`src/rtl/hyperram_target_if.sv`:
```
// hyperram_target_if: HyperBus target-side pad word bus plus 16-bit memory port
//  slave  = responder view (hyperram_target); master = pad/memory side view
//  csn, din[15:0], rwds_in[1:0]              captured bus inputs (din[15:8] = rising byte)
//  dout[15:0], oe_data, rwds_h, rwds_l, oe_rwds  bus outputs toward the DDR output cells
//  mem_addr, mem_re, mem_rdata, mem_we, mem_be, mem_wdata  word memory port
interface hyperram_target_if #(parameter int ADDR_W = 22);
   logic              csn;
   logic [15:0]       din;
   logic [1:0]        rwds_in;
   logic [15:0]       dout;
   logic              oe_data;
   logic              rwds_h;
   logic              rwds_l;
   logic              oe_rwds;
   logic [ADDR_W-1:0] mem_addr;
   logic              mem_re;
   logic [15:0]       mem_rdata;
   logic              mem_we;
   logic [1:0]        mem_be;
   logic [15:0]       mem_wdata;
   modport slave (
      input  csn, din, rwds_in, mem_rdata,
      output dout, oe_data, rwds_h, rwds_l, oe_rwds, mem_addr, mem_re, mem_we, mem_be, mem_wdata
   );
   modport master (
      output csn, din, rwds_in, mem_rdata,
      input  dout, oe_data, rwds_h, rwds_l, oe_rwds, mem_addr, mem_re, mem_we, mem_be, mem_wdata
   );
endinterface

```
`src/rtl/hyperram_target.sv`:
```
// hyperram_target: HyperBus memory-side responder streaming bursts to/from a 16-bit SRAM port
//  clk0   single rising-edge clock; rst_n asynchronous active-low reset
//  bus    hyperram_target_if.slave: captured DQ/RWDS words in, DQ/RWDS drive out, memory port
//  Fixed 2x initial latency; RWDS strobes read data and masks write bytes.
//  Optional HYPER_TGT_REGSPACE_EN: CR0/ID register space with CR0-selected latency;
//  without it, register-space commands are ignored until deselect.
module hyperram_target #(
   parameter int          ADDR_W     = 22,
   parameter int          LAT_CYCLES = 6,
   parameter int          WRAP_WORDS = 16,
   parameter logic [15:0] ID0_VALUE  = 16'h0C81
) (
   input logic              clk0,
   input logic              rst_n,
   hyperram_target_if.slave bus
);
   typedef enum logic [2:0] {IDLE, CA1, CA2, LAT, RD, WR, IGN} state_t;
   localparam logic [ADDR_W-1:0] WMASK = ADDR_W'(WRAP_WORDS - 1);
   state_t            state, state_nx;
   logic [15:0]       ca_hi, ca_mid;
   logic [7:0]        cnt;
   logic [ADDR_W-1:0] addr, addr_inc, addr_nx, wr_addr;
   logic              wr_v;
   logic [15:0]       wr_data;
   logic [1:0]        wr_be;
   logic              reg_sp, rd_issue, wr_cap;
   logic [15:0]       reg_rd;
   int                lat_eff;
   assign reg_sp   = ca_hi[14];
   assign addr_inc = addr + 1'b1;
   // wrapped bursts only carry within the low log2(WRAP_WORDS) bits
   assign addr_nx  = ca_hi[13] ? addr_inc : (addr & ~WMASK) | (addr_inc & WMASK);
   // memory read is issued one cycle ahead of each output word, starting in the last latency cycle
   assign rd_issue = ca_hi[15] && !reg_sp && (state == RD || (state == LAT && cnt == 8'd1));
   assign wr_cap   = state == WR && !bus.csn;
`ifdef HYPER_TGT_REGSPACE_EN
   localparam bit REG_EN = 1'b1;
   localparam logic [ADDR_W-1:0] CR0_ADDR = ADDR_W'(12'h800);
   logic [15:0] cr0;
   always_ff @(posedge clk0 or negedge rst_n)
      if (!rst_n) cr0 <= 16'h8F1F;
      else if (wr_cap && reg_sp && addr == CR0_ADDR) cr0 <= bus.din;
   assign lat_eff = cr0[7:4] == 4'h0 ? 5 : cr0[7:4] == 4'h1 ? 6 : cr0[7:4] == 4'hE ? 3 :
                    cr0[7:4] == 4'hF ? 4 : LAT_CYCLES;
   assign reg_rd  = addr == CR0_ADDR ? cr0 : ID0_VALUE;
`else
   localparam bit REG_EN = 1'b0;
   assign lat_eff = LAT_CYCLES;
   assign reg_rd  = ID0_VALUE;
`endif
   always_ff @(posedge clk0 or negedge rst_n)
      if (!rst_n) begin
         state   <= IDLE;
         ca_hi   <= '0;
         ca_mid  <= '0;
         cnt     <= '0;
         addr    <= '0;
         wr_v    <= 1'b0;
         wr_addr <= '0;
         wr_data <= '0;
         wr_be   <= '0;
      end else begin
         state <= state_nx;
         if (state == IDLE) ca_hi <= bus.din;
         if (state == CA1) ca_mid <= bus.din;
         if (state == CA2) cnt <= 8'(2 * lat_eff - 1);
         else if (state == LAT) cnt <= cnt - 1'b1;
         if (state == CA2) addr <= ADDR_W'({ca_hi[12:0], ca_mid, bus.din[2:0]});
         else if (rd_issue || wr_cap) addr <= addr_nx;
         wr_v <= wr_cap && !reg_sp;
         if (wr_cap) begin
            wr_addr <= addr;
            wr_data <= bus.din;
            wr_be   <= ~bus.rwds_in;
         end
      end
   always_comb begin
      state_nx = state;
      case (state)
         IDLE:    state_nx = CA1;
         CA1:     state_nx = CA2;
         // register writes skip latency; register space without the feature is ignored
         CA2:     state_nx = !reg_sp ? LAT : !REG_EN ? IGN : ca_hi[15] ? LAT : WR;
         LAT:     state_nx = cnt == 8'd1 ? (ca_hi[15] ? RD : WR) : LAT;
         default: state_nx = state;
      endcase
      if (bus.csn) state_nx = IDLE;
   end
   assign bus.oe_data   = state == RD;
   assign bus.oe_rwds   = state inside {CA1, CA2, RD};
   assign bus.rwds_h    = state inside {CA1, CA2, RD};
   assign bus.rwds_l    = state inside {CA1, CA2};
   assign bus.dout      = state == RD ? (reg_sp ? reg_rd : bus.mem_rdata) : '0;
   assign bus.mem_re    = rd_issue;
   assign bus.mem_we    = wr_v;
   assign bus.mem_be    = wr_be;
   assign bus.mem_wdata = wr_data;
   assign bus.mem_addr  = wr_v ? wr_addr : addr;
endmodule
```
`src/flat_wrapper.sv`:
```
// flat-port wrapper written by rule: the top's interface ports become plain ports
module hyperram_target_flat 
#(
   parameter int          ADDR_W     = 22,
   parameter int          LAT_CYCLES = 6,
   parameter int          WRAP_WORDS = 16,
   parameter logic [15:0] ID0_VALUE  = 16'h0C81
)
  (clk0, rst_n, bus_csn, bus_din, bus_rwds_in, bus_mem_rdata, bus_dout, bus_oe_data, bus_rwds_h, bus_rwds_l, bus_oe_rwds, bus_mem_addr, bus_mem_re, bus_mem_we, bus_mem_be, bus_mem_wdata);
  hyperram_target_if #(.ADDR_W(ADDR_W)) bus_i ();
  input logic clk0;
  input logic rst_n;
  input wire logic [$bits(bus_i.csn)-1:0] bus_csn;
  input wire logic [$bits(bus_i.din)-1:0] bus_din;
  input wire logic [$bits(bus_i.rwds_in)-1:0] bus_rwds_in;
  input wire logic [$bits(bus_i.mem_rdata)-1:0] bus_mem_rdata;
  output wire logic [$bits(bus_i.dout)-1:0] bus_dout;
  output wire logic [$bits(bus_i.oe_data)-1:0] bus_oe_data;
  output wire logic [$bits(bus_i.rwds_h)-1:0] bus_rwds_h;
  output wire logic [$bits(bus_i.rwds_l)-1:0] bus_rwds_l;
  output wire logic [$bits(bus_i.oe_rwds)-1:0] bus_oe_rwds;
  output wire logic [$bits(bus_i.mem_addr)-1:0] bus_mem_addr;
  output wire logic [$bits(bus_i.mem_re)-1:0] bus_mem_re;
  output wire logic [$bits(bus_i.mem_we)-1:0] bus_mem_we;
  output wire logic [$bits(bus_i.mem_be)-1:0] bus_mem_be;
  output wire logic [$bits(bus_i.mem_wdata)-1:0] bus_mem_wdata;
  assign bus_i.csn = bus_csn;
  assign bus_i.din = bus_din;
  assign bus_i.rwds_in = bus_rwds_in;
  assign bus_i.mem_rdata = bus_mem_rdata;
  assign bus_dout = bus_i.dout;
  assign bus_oe_data = bus_i.oe_data;
  assign bus_rwds_h = bus_i.rwds_h;
  assign bus_rwds_l = bus_i.rwds_l;
  assign bus_oe_rwds = bus_i.oe_rwds;
  assign bus_mem_addr = bus_i.mem_addr;
  assign bus_mem_re = bus_i.mem_re;
  assign bus_mem_we = bus_i.mem_we;
  assign bus_mem_be = bus_i.mem_be;
  assign bus_mem_wdata = bus_i.mem_wdata;
  hyperram_target #(.ADDR_W(ADDR_W), .LAT_CYCLES(LAT_CYCLES), .WRAP_WORDS(WRAP_WORDS), .ID0_VALUE(ID0_VALUE)) u_core (.clk0(clk0), .rst_n(rst_n), .bus(bus_i));
endmodule
```
`config.mk`:
```
export PLATFORM = sky130hd
export DESIGN_NAME = hyperram_target_flat
export DESIGN_NICKNAME = d
export VERILOG_FILES = /design/src/rtl/hyperram_target_if.sv /design/src/rtl/hyperram_target.sv /design/src/flat_wrapper.sv
export SDC_FILE = /design/constraint.sdc
export NUM_CORES = 1
export LEC_CHECK = 0
export CORE_MARGIN = 2
export CORE_UTILIZATION = 51
export DETAILED_ROUTE_END_ITERATION = 7
export PLACE_DENSITY = 0.85
export SKIP_LAST_GASP = 1
export SLEW_MARGIN = 10
export SYNTH_ARGS = -nofsm -noshare
export SYNTH_HDL_FRONTEND = slang
export SYNTH_SLANG_ARGS = --single-unit
```
`constraint.sdc`:
```
create_clock -name clk0 -period 2.4 [get_ports clk0]
set_input_delay 0.48 -clock clk0 [delete_from_list [all_inputs] [get_ports clk0]]
set_output_delay 0.48 -clock clk0 [all_outputs]
set_load 0.01 [all_outputs]
```
# Word level (Yosys, flattened, before mapping)

Cells that the tools add are included.

Bitwise operators: 2
Reductions and logical operators: 15
Equal/unequal tests: 6
Add/subtract/negate cells: 2
Muxes and demuxes: 13

Operators by type and width:

| operator              | count |
|---|---|
| $mux 22               | 4 |
| $mux 16               | 2 |
| $add 22x1->22 const B | 1 |
| $or 22x4->22          | 1 |
| $mux 8                | 2 |
| $pmux 3 s4            | 1 |
| $mux 3                | 3 |
| $eq 8x1->1 const B    | 1 |
| $sub 8x1->8 const B   | 1 |
| $eq 3x2->1 const B    | 2 |
| $eq 3x3->1 const B    | 2 |
| $reduce_bool 2->1     | 3 |
| $logic_and 1x1->1     | 5 |
| $reduce_bool 5->1     | 1 |
| $eq 3x1->1 const B    | 1 |
| $logic_not 3->1       | 1 |
| $reduce_bool 3->1     | 1 |
| $logic_not 1->1       | 2 |
| $logic_or 1x1->1      | 2 |
| $not 2->2             | 1 |
| $mux 1                | 1 |

Register bits: 106
Bits of input ports: 37
Logic and storage cells: 47
Output and inout port bits: 62

# Logic depth before layout (Yosys ltp)

Depth in word-level cells: 7
Gate-level depth with buffers: 8
Gate-level depth less buffers: 6

# Worst setup path after synthesis

OpenSTA, ideal clock, no wires.

Kind: register to output
Start point: reg u_core.cnt[2]
End point: out bus_mem_re
Arrival time: 1.626 ns
Required time: 1.920 ns
Path slack: 0.294 ns
Cell stages (with the launch flop): 5
Cell sequence: dfrtp_1 or4_4 nor4b_4 a21oi_1 nor2_1

Longest elaborated chain between the ends: 4

RTL lines:

| element                | line                  | source |
|---|---|---|
| from (decl)            | hyperram_target.sv:21 | `logic [7:0] cnt;` |
| from (signal assigned) | hyperram_target.sv:66 | `if (state == CA2) cnt <= 8'(2 * lat_eff - 1);` |
| from (signal assigned) | hyperram_target.sv:67 | `else if (state == LAT) cnt <= cnt - 1'b1;` |
| $eq 8x1->1             | hyperram_target.sv:34 | `assign rd_issue = ca_hi[15] && !reg_sp && (state == RD \|\| (state == LAT && cnt == 8'd1));` |
| $logic_and 1x1->1      | hyperram_target.sv:34 |  |
| $logic_or 1x1->1       | hyperram_target.sv:34 |  |
| $logic_and 1x1->1      | hyperram_target.sv:34 |  |
| to (decl)              | flat_wrapper.sv:23    | `output wire logic [$bits(bus_i.mem_re)-1:0] bus_mem_re;` |

No other way between the ends.

# Worst setup path after layout

Start point: reg u_core.state[1]
End point: out bus_dout[2]

Longest elaborated chain between the ends: 2

RTL lines:

| element                | line                  | source |
|---|---|---|
| from (decl)            | hyperram_target.sv:19 | `state_t state, state_nx;` |
| from (signal assigned) | hyperram_target.sv:63 | `state <= state_nx;` |
| $eq 3x3->1             | hyperram_target.sv:93 | `assign bus.dout = state == RD ? (reg_sp ? reg_rd : bus.mem_rdata) : '0;` |
| $mux 16                | hyperram_target.sv:93 |  |
| to (decl)              | flat_wrapper.sv:17    | `output wire logic [$bits(bus_i.dout)-1:0] bus_dout;` |

No other way between the ends.

==> results.sh <==
export IMPL_status="finished with violations"
export IMPL_violations="negative setup slack"
export IMPL_drv_slew=0
export IMPL_r2r_start="u_core.state[1]"
export IMPL_grt_max_degree=80
export IMPL_routed_wl_um=11930
export IMPL_hold_viol=0
export IMPL_crit_fanout=7
export IMPL_stdcell_count=718
export IMPL_placed_cells=688
export IMPL_min_path_cells=2
export IMPL_critPathLaunch="u_core.state[1]"
export IMPL_clockBufferDepth=2
export IMPL_grt_overflow_total=0
export IMPL_synth_cell_types=53
export IMPL_layout_drive_gt1_share=0.1829
export IMPL_yosys_warnings=0
export IMPL_wl_per_cell_um=16.61
export IMPL_fin_crit_ns=2.402
export IMPL_num_nets_final=642
export IMPL_num_rows=35
export IMPL_drc=0
export IMPL_track_usage=0.2449
export IMPL_root_buffer="clkbuf_8"
export IMPL_ff2ff_setup_slack_ns=0.14
export IMPL_die_height_um=100.2
export IMPL_rsz0062_at_grt="yes"
export IMPL_cts_tree="built"
export IMPL_fmax_mhz=416.3
export IMPL_ant_nets=0
export IMPL_htree_levels=3
export IMPL_worst_slack_ns=-0.002036
export IMPL_core_area_um2=9109
export IMPL_worstPathRequired_ns=1.92
export IMPL_yosysSeqAreaShare=0.5093
export IMPL_drt_first_pass_iters=5
export IMPL_critPathKind="reg -> out"
export IMPL_setup_viol=1
export IMPL_stdcell_area_um2=6200
export IMPL_async_flop_share=1.000
export IMPL_total_power_mw=6.579
export IMPL_ys_ff_latch=96
export IMPL_syn_inst=490
export IMPL_post_place_ws_ns=-0.0008582
export IMPL_numClockSinks=96
export IMPL_cp_start_kind="register"
export IMPL_relSlewSlack=0.6160
export IMPL_grt_pass1_vias=4003
export IMPL_power_density_nw_per_um2=1061
export IMPL_num_vias=4097
export IMPL_worst_pin_slew_ns=0.5707
export IMPL_floorplan_initialDensity=0.5179
export IMPL_arrival_ns=1.92
export IMPL_ys_flop_type="dfrtp_1"
export IMPL_die_area_um2=10030
export IMPL_diodes=0
export IMPL_syn_area_um2=4717
export IMPL_drtIter0Drc=311
export IMPL_hp_start="u_core.wr_addr[18]"
export IMPL_design_portCount=99
export IMPL_synth_edf_count=0
export IMPL_ir_drop_mv=0.6594
export IMPL_rr_worst_depth=8
export IMPL_die_x_um=100.2
export IMPL_maxCapViolCount=0
export IMPL_final_cell_mix="nand2_1 (131), dfrtp_1 (95), clkdlybuf4s50_1 (77)"
export IMPL_via_per_inst=5.706
export IMPL_layout_commonest_cell="nand2_1"
export IMPL_min_to="u_core.wr_addr[18]"
export IMPL_min_period_over_period=1.001
export IMPL_cp_end_kind="primary output"
export IMPL_gp_congestion=0.8580
export IMPL_reg2reg_to="u_core.addr[4]"
export IMPL_path_clk_slew_ns=0.09
export IMPL_synth_fp_nets=530
export IMPL_insertion_delay_ns=0.37
export IMPL_portBuffers=98
export IMPL_area_growth_pct=31.43
export IMPL_synth_area_per_cell_um2=9.627
export IMPL_dp_hpwl_um=8264
export IMPL_hold_slack_ns=0.4808
export IMPL_power_leakage_nw=2.834
export IMPL_grt_pass1_wl_um=19510
export IMPL_numCtsBuffers=9
export IMPL_place_area_um2=5894
export IMPL_hp_class="reg -> reg"
export IMPL_skew_ns=0.01232
export IMPL_antenna_found_initial=0
how the worst max path moves through the flow:
stage	endpoint	slack [ns]	cells after the start
2_1_floorplan	bus_mem_re	0.29	4
3_3_place_gp	bus_mem_re	0.05	5
3_5_place_dp	bus_mem_re	-0.0009	5
4_1_cts	bus_mem_re	-0.14	5
5_1_grt	bus_dout[2]	-0.10	7
6_report	bus_dout[2]	-0.002	7
logic make-up after synthesis:
| group | after synthesis | share of synthesized area |
|---|---|---|
| simple gates | 218 | 0.2119 |
| flops | 96 | 0.5093 |
| compound gates | 88 | 0.1247 |
| mux | 43 | 0.1027 |
| buf+inv | 37 | 0.03422 |
| xor+xnor | 5 | 0.009283 |
| fa+ha+maj | 3 | 0.007958 |
registers in the layout (all words and copies together) (netlist names):
name / count
u_core.bus.mem_be: 2
u_core.bus.mem_we: 1
u_core.cnt: 8
u_core.ca_mid: 16
u_core.ca_hi: 6
u_core.state: 3
u_core.bus.mem_wdata: 16
u_core.wr_addr: 22
u_core.addr: 22
through the flow:
step,utilization,TNS [ns]
finish,0.6806,-0.002036
global route,0.6806,-0.3938
CTS,0.6745,-0.2021
detailed placement,0.6471,-0.0008582
global placement,0.6471,0
floorplan,-,0
area by class of cell:
type | count | area, um^2
tap | 111 | 138.9
multi-input combinational | 357 | 2176
fill | 689 | 2909
sequential | 96 | 2404
clock inverter | 5 | 61.31
inverter | 5 | 18.77
clock buffer | 11 | 141.4
timing repair buffer | 133 | 1260
worst max-delay path, cell delays in order, from the launching register on:
cell and delay, ns:
dfrtp_1 0.44, nand2b_4 0.20, nor3_1 0.14, buf_4 0.17, buf_4 0.11, buf_4 0.11, and2_1 0.12, dlygate4sd2_1 0.28
layer usage:
metal,GRT usage,vias to the layer above,share of wire
li1,-,1920,-
met1,0.3161,2016,0.42
met2,0.4053,137,0.50
met3,0.05501,24,0.053
met4,0.09273,0,0.020
met5,0,-,0
Yosys cell counts, types with 2 or more instances:
master,n,area share
nand3_1,14,0.015
a21oi_1,22,0.023
clkbuf_1,18,0.014
nand4_1,5,0.0066
buf_2,6,0.0064
xnor2_1,4,0.0074
o22ai_1,8,0.011
nor2b_1,4,0.0053
a31oi_1,6,0.0080
ha_1,3,0.0080
inv_1,5,0.0040
o21a_1,5,0.0080
or3b_2,2,0.0037
nand2b_1,3,0.0040
buf_1,5,0.0040
buf_4,2,0.0032
and2_1,13,0.017
a2bb2oi_1,4,0.0074
nor3b_1,2,0.0032
dfrtp_1,96,0.51
nor4_1,4,0.0053
o21ai_0,23,0.024
nand2_1,131,0.10
o311ai_1,4,0.0074
nor2_1,21,0.017
or3_1,2,0.0027
nor3_1,8,0.0085
mux2_2,43,0.10
o2bb2a_1,3,0.0064
power breakdown:
group	total, mW	internal [mW]	switching (mW)
Combinational	2.64	1.46	1.18
Sequential	2.85	2.26	0.586
Clock	1.09	0.521	0.571
what timing repair did:
| item | 4_1_cts | 5_1_grt |
|---|---|---|
| buffers inserted | 6 | 7 |
| hold buffers | 1 | 0 |
| resized for setup | 19 | 11 |
| endpoints found under the hold margin | 17 | 0 |
| setup endpoints to repair | 21 | 22 |
| pin swaps | 0 | 1 |
| gates cloned | 0 | 0 |
Note: power is estimated with default switching activity, not from simulation.
